## src/rtl/if_id_fetch_if.sv

```systemverilog
// Instruction-memory read bus between the fetch stage and instruction memory.
// Ports (master = fetch stage):
//   imemReq   - read request, held until imemReady
//   imemAddr  - word-aligned read address, stable while waiting
//   imemReady - read completes this cycle
//   imemData  - instruction word, valid with imemReady
interface if_id_fetch_if;
    localparam int unsigned XLEN = 32;

    logic            imemReq;
    logic [XLEN-1:0] imemAddr;
    logic            imemReady;
    logic [XLEN-1:0] imemData;

    modport master (
        output imemReq,
        output imemAddr,
        input  imemReady,
        input  imemData
    );

    modport slave (
        input  imemReq,
        input  imemAddr,
        output imemReady,
        output imemData
    );
endinterface

```

## src/rtl/if_id_fetch.sv

```systemverilog
// MIPS32 instruction-fetch stage with the IF/ID pipeline register.
// Owns the PC, reads instruction memory over a req/ready handshake and hands
// {instruction, PC+4, valid} to ID. Holds on load-use stalls, redirects on
// taken branches and squashes a read that is in flight when a redirect lands.
// Ports:
//   Clock, Reset  - clock and synchronous active-high reset
//   pcWrite       - 0 = load-use stall (PC and IF/ID hold)
//   branchTaken   - redirect request from ID
//   branchTarget  - redirect address (low two bits ignored)
//   imem          - instruction-memory read bus (master side)
//   pc            - current fetch PC
//   instrID       - IF/ID instruction
//   pcPlus4ID     - IF/ID PC+4
//   validID       - IF/ID holds a real instruction
module if_id_fetch #(
    parameter logic [31:0] RESET_PC = 32'h0000_0000,
    parameter logic [31:0] NOP      = 32'h0000_0000
) (
    input  logic                 Clock,
    input  logic                 Reset,
    input  logic                 pcWrite,
    input  logic                 branchTaken,
    input  logic [31:0]          branchTarget,
    if_id_fetch_if.master        imem,
    output logic [31:0]          pc,
    output logic [31:0]          instrID,
    output logic [31:0]          pcPlus4ID,
    output logic                 validID
);
    localparam int unsigned XLEN = 32;

    typedef enum logic [1:0] {
        FETCH   = 2'd0,
        HOLD    = 2'd1,
        DISCARD = 2'd2
    } stateT;

    stateT           state;
    logic [XLEN-1:0] holdBuf;
    logic [XLEN-1:0] squashAddr;
    logic [XLEN-1:0] pcPlus4;
    logic [XLEN-1:0] targetAligned;

    assign pcPlus4       = pc + XLEN'(4);
    assign targetAligned = {branchTarget[XLEN-1:2], 2'b00};

    // Request is decoded from registered state so the first request appears
    // in the first cycle out of reset; a squashed read keeps its own address.
    assign imem.imemReq  = !Reset && (state != HOLD);
    assign imem.imemAddr = (state == DISCARD) ? squashAddr : pc;

    // Fetch FSM, PC and IF/ID register.
    always_ff @(posedge Clock) begin
        if (Reset) begin
            state      <= FETCH;
            pc         <= RESET_PC;
            instrID    <= NOP;
            pcPlus4ID  <= '0;
            validID    <= 1'b0;
            holdBuf    <= '0;
            squashAddr <= '0;
        end else begin
            case (state)
                FETCH: begin
                    if (branchTaken) begin
                        pc        <= targetAligned;
                        instrID   <= NOP;
                        pcPlus4ID <= '0;
                        validID   <= 1'b0;
                        // Read still outstanding: remember its address so the
                        // bus stays stable, and drop its data when it lands.
                        if (!imem.imemReady) begin
                            squashAddr <= pc;
                            state      <= DISCARD;
                        end
                    end else if (imem.imemReady) begin
                        if (pcWrite) begin
                            instrID   <= imem.imemData;
                            pcPlus4ID <= pcPlus4;
                            validID   <= 1'b1;
                            pc        <= pcPlus4;
                        end else begin
                            // Park the word so release needs no refetch.
                            holdBuf <= imem.imemData;
                            state   <= HOLD;
                        end
                    end else if (pcWrite) begin
                        instrID   <= NOP;
                        pcPlus4ID <= '0;
                        validID   <= 1'b0;
                    end
                end
                HOLD: begin
                    if (branchTaken) begin
                        pc        <= targetAligned;
                        instrID   <= NOP;
                        pcPlus4ID <= '0;
                        validID   <= 1'b0;
                        state     <= FETCH;
                    end else if (pcWrite) begin
                        instrID   <= holdBuf;
                        pcPlus4ID <= pcPlus4;
                        validID   <= 1'b1;
                        pc        <= pcPlus4;
                        state     <= FETCH;
                    end
                end
                DISCARD: begin
                    if (branchTaken) begin
                        pc <= targetAligned;
                    end
                    if (imem.imemReady) begin
                        state <= FETCH;
                    end
                    if (pcWrite) begin
                        instrID   <= NOP;
                        pcPlus4ID <= '0;
                        validID   <= 1'b0;
                    end
                end
                default: begin
                    state <= FETCH;
                end
            endcase
        end
    end
endmodule

```

## src/flat_wrapper.sv

```systemverilog
// flat-port wrapper written by rule: the top's interface ports become plain ports
module if_id_fetch_flat 
#(
    parameter logic [31:0] RESET_PC = 32'h0000_0000,
    parameter logic [31:0] NOP      = 32'h0000_0000
)
  (Clock, Reset, pcWrite, branchTaken, branchTarget, pc, instrID, pcPlus4ID, validID, imem_imemReq, imem_imemAddr, imem_imemReady, imem_imemData);
  if_id_fetch_if imem_i ();
  input  logic Clock;
  input  logic Reset;
  input  logic pcWrite;
  input  logic branchTaken;
  input  logic [31:0] branchTarget;
  output logic [31:0] pc;
  output logic [31:0] instrID;
  output logic [31:0] pcPlus4ID;
  output logic validID;
  output wire logic [$bits(imem_i.imemReq)-1:0] imem_imemReq;
  output wire logic [$bits(imem_i.imemAddr)-1:0] imem_imemAddr;
  input wire logic [$bits(imem_i.imemReady)-1:0] imem_imemReady;
  input wire logic [$bits(imem_i.imemData)-1:0] imem_imemData;
  assign imem_imemReq = imem_i.imemReq;
  assign imem_imemAddr = imem_i.imemAddr;
  assign imem_i.imemReady = imem_imemReady;
  assign imem_i.imemData = imem_imemData;
  if_id_fetch #(.RESET_PC(RESET_PC), .NOP(NOP)) u_core (.Clock(Clock), .Reset(Reset), .pcWrite(pcWrite), .branchTaken(branchTaken), .branchTarget(branchTarget), .imem(imem_i), .pc(pc), .instrID(instrID), .pcPlus4ID(pcPlus4ID), .validID(validID));
endmodule
```

## config.mk

```make
export PLATFORM = sky130hd
export DESIGN_NAME = if_id_fetch_flat
export DESIGN_NICKNAME = d
export VERILOG_FILES = /design/src/rtl/if_id_fetch_if.sv /design/src/rtl/if_id_fetch.sv /design/src/flat_wrapper.sv
export SDC_FILE = /design/constraint.sdc
export NUM_CORES = 1
export LEC_CHECK = 0
export CORE_UTILIZATION = 53
export DETAILED_ROUTE_END_ITERATION = 16
export PLACE_DENSITY = 0.86
export SETUP_SLACK_MARGIN = 0.05
export SYNTH_ARGS = -nofsm -noshare
export SYNTH_HDL_FRONTEND = slang
export SYNTH_SLANG_ARGS = --single-unit
```

## constraint.sdc

```tcl
create_clock -name Clock -period 6.4 [get_ports Clock]
set_input_delay 0.64 -clock Clock [delete_from_list [all_inputs] [get_ports Clock]]
set_output_delay 0.64 -clock Clock [all_outputs]
set_load 0.05 [all_outputs]
```

==> reports/metrics.cfg <==
[synthesis]
synth_edf_count = 0
ys_seq_elements = 159
synth.avg_cell_area_sq_um = 8.00
synthArstFlopShare_pct = 0
yosys_warnings = 0
synthCells = 965
synth.cell_area_sq_um = 7720
ys_types = 64
yosysSeqAreaShare_pct = 41.2
yosys_most_used_dff = dfxtp_1

[routing]
vias_per_cell = 6.03
vias = 7781
wl_met3_um = 2230
drc = 0
wl_met1_um = 9700
ant_nets = 0
top_layer = met4
wirelength_um = 23500
routedWlPerCell_um = 18.2
drt_first_pass_iters = 5
drt_iter0_markers = 849
wl_met2_um = 11000

[timing]
clock_skew_ns = 0.00458
report.final.slew_viol_count = 0
max_freq_mhz = 304
finalHoldViolCount = 0
rsz0062_at_grt = false
fin_ws_ns = 3.11
slew_headroom_pct = 43.6
hold_slack_ns = 0.450
min_period_ns = 3.29
setup_tns_ns = 0
worst_pin_slew_ns = 0.846
period_share_pct = 51.3
setup_viol = 0

[die]
start_util_pct = 55.0
die_w_um = 123
rows = 43
io_pins = 199
core-area_sq_um = 14000
floorplan.die_area_sq_um = 15100
dieHeight_um = 123

[place]
place_hpwl_um = 15100
place.port_buffers = 192
pre_cts_ws_ns = 3.08
place.gp.congestion = 0.875

[pwr]
p_leak_nw = 3.59
ir_drop_v = 0.000234
powerDensity_nw_per_um2 = 280

[status]
outcome = completed

[worst_setup_path]
critPathMaxStageDelay_ns = 0.70
start_kind = flip-flop
r2r_cells = 9
critical-path-slowest-cell = clkdlybuf4s50_1
cp_data_required_time_ns = 5.76
critical_path_class = flip-flop to output port
cp_max_fo = 41
critPathCaptureType = output port
crit_arrival_ns = 2.65
crit_chain = inv_1 -> ha_1 -> buf_4 -> mux2_2 -> clkdlybuf4s50_1

[clock_tree]
h-tree-depth = 4
post_cts_resized = 0
cts_tree = yes
clockBufferDepth = 2
cts.sinks = 159
numCtsBuffers = 17
clockRootBuffer = clkbuf_16
post_cts.repair.setup_buffers = 0
insertion_delay_ns = 0.42
cts_hold_buf = 0
clk_pin_slew_ns = 0.06

[global_route]
grt_overflow_total = 0
grt_pass1_wl_um = 36400
grt_max_degree = 74
grt_pass1_vias = 7222
grt_usage_pct = 31.0
grt_antenna_before_repair = 0

[finish]
drive_gt1_share_pct = 8.19
nets = 1172
fillers = 1062
area_growth_pct = 32.8
final_common_cell = clkdlybuf4s50_1
final_cell_mix = 191 x clkdlybuf4s50_1, 179 x nand2_1, 159 x dfxtp_1
diodes = 0

[worst_hold_path]
worstHoldPathCells = 2
hp-class = flip-flop to flip-flop

[run]
drv_cap = 0

per-layer routing:
| metal | up-vias | GRT usage [%] |
|---|---|---|
| li1 | 3694 | - |
| met1 | 3670 | 39.8 |
| met2 | 378 | 49.0 |
| met3 | 39 | 8.60 |
| met4 | 0 | 12.3 |
| met5 | - | 0 |
cell usage after synthesis, types with 4 or more instances:
| cell type | count | area share, % |
|---|---|---|
| a211oi_1 | 7 | 0.68 |
| a21oi_1 | 89 | 5.8 |
| a22o_1 | 41 | 4.7 |
| a22oi_1 | 51 | 5.0 |
| a31oi_1 | 10 | 0.81 |
| a32o_1 | 5 | 0.65 |
| and3_1 | 12 | 0.97 |
| and4_1 | 7 | 0.79 |
| buf_4 | 4 | 0.39 |
| clkbuf_1 | 83 | 4.0 |
| clkbuf_2 | 4 | 0.26 |
| dfxtp_1 | 159 | 41 |
| ha_1 | 5 | 0.81 |
| inv_1 | 12 | 0.58 |
| mux2_2 | 28 | 4.1 |
| mux2i_1 | 4 | 0.52 |
| nand2_1 | 179 | 8.7 |
| nand3_1 | 23 | 1.5 |
| nand4_1 | 7 | 0.57 |
| nor2_1 | 80 | 3.9 |
| nor3_1 | 14 | 0.91 |
| nor4_1 | 8 | 0.65 |
| o21ai_0 | 33 | 2.1 |
| o2bb2ai_1 | 6 | 0.68 |
| o31ai_1 | 4 | 0.39 |
| or3_1 | 5 | 0.41 |
| xnor2_1 | 15 | 1.7 |
| xor2_1 | 9 | 1.0 |
worst max-delay path, delay by kind of cell (launching register included):
| kind | cells | cell delay, ns |
|---|---|---|
| fa+ha+maj | 1 | 0.15 |
| buf+inv | 3 | 1.28 |
| flops | 1 | 0.36 |
| mux | 1 | 0.41 |
power by group:
part           switching (mW)  internal [mW]
Clock                   0.417          0.607
Combinational           0.476          0.261
Sequential             0.0736           1.04
layout make-up:
type                            count  area [sq um]  share of cell area [%]
Multi-Input combinational cell    700          4170                    40.6
Sequential cell                   159          3180                    31.0
Timing Repair Buffer              207          2030                    19.8
Clock buffer                       20           467                    4.55
Tap cell                          180           225                    2.20
Clock inverter                     12           133                    1.29
Inverter                           13          48.8                   0.476
flip-flops by register name (all words and copies together) (netlist names):
name,flops
u_core.holdBuf,32
u_core.instrID,32
u_core.pc,30
u_core.pcPlus4ID,32
u_core.squashAddr,30
u_core.state,2
u_core.validID,1
cells by family (layout without fill, tap and decap cells):
logic type / Yosys count / count (layout) / synth area share [%]
buffers and inverters: 109 / 252 / 5.59
AO/OA/AOI/OAI: 280 / 280 / 24.4
XOR/XNOR: 24 / 24 / 2.72
multiplexers: 32 / 32 / 4.60
AND/OR/NAND/NOR: 355 / 355 / 20.5
flip-flops: 159 / 159 / 41.2
other: 1 / 4 / 0.0486
adder cells (fa/ha/maj): 5 / 5 / 0.811
final timing paths:
| kind | end | slack (ns) | start |
|---|---|---|---|
| worst min register to register | u_core.squashAddr[17] | 0.45 | u_core.squashAddr[17] |
| worst min-delay path | u_core.squashAddr[17] | 0.45 | u_core.squashAddr[17] |
| worst max-delay path | imem_imemAddr[3] | 3.11 | u_core.state[0] |
| worst max register to register | u_core.pc[19] | 3.56 | u_core.state[0] |
metrics by stage:
stage               utilization [%]  cell area [sq um]  cells  total power [mW]
floorplan                         -               7730    968              1.62
global placement               68.8               9650   1259              1.85
detailed placement             68.8               9650   1259              1.86
CTS                            73.0              10300   1291              2.87
global route                   73.0              10300   1291              2.97
finish                         73.0              10300   1291              2.87
No activity file was read; power rests on OpenSTA's default activity.
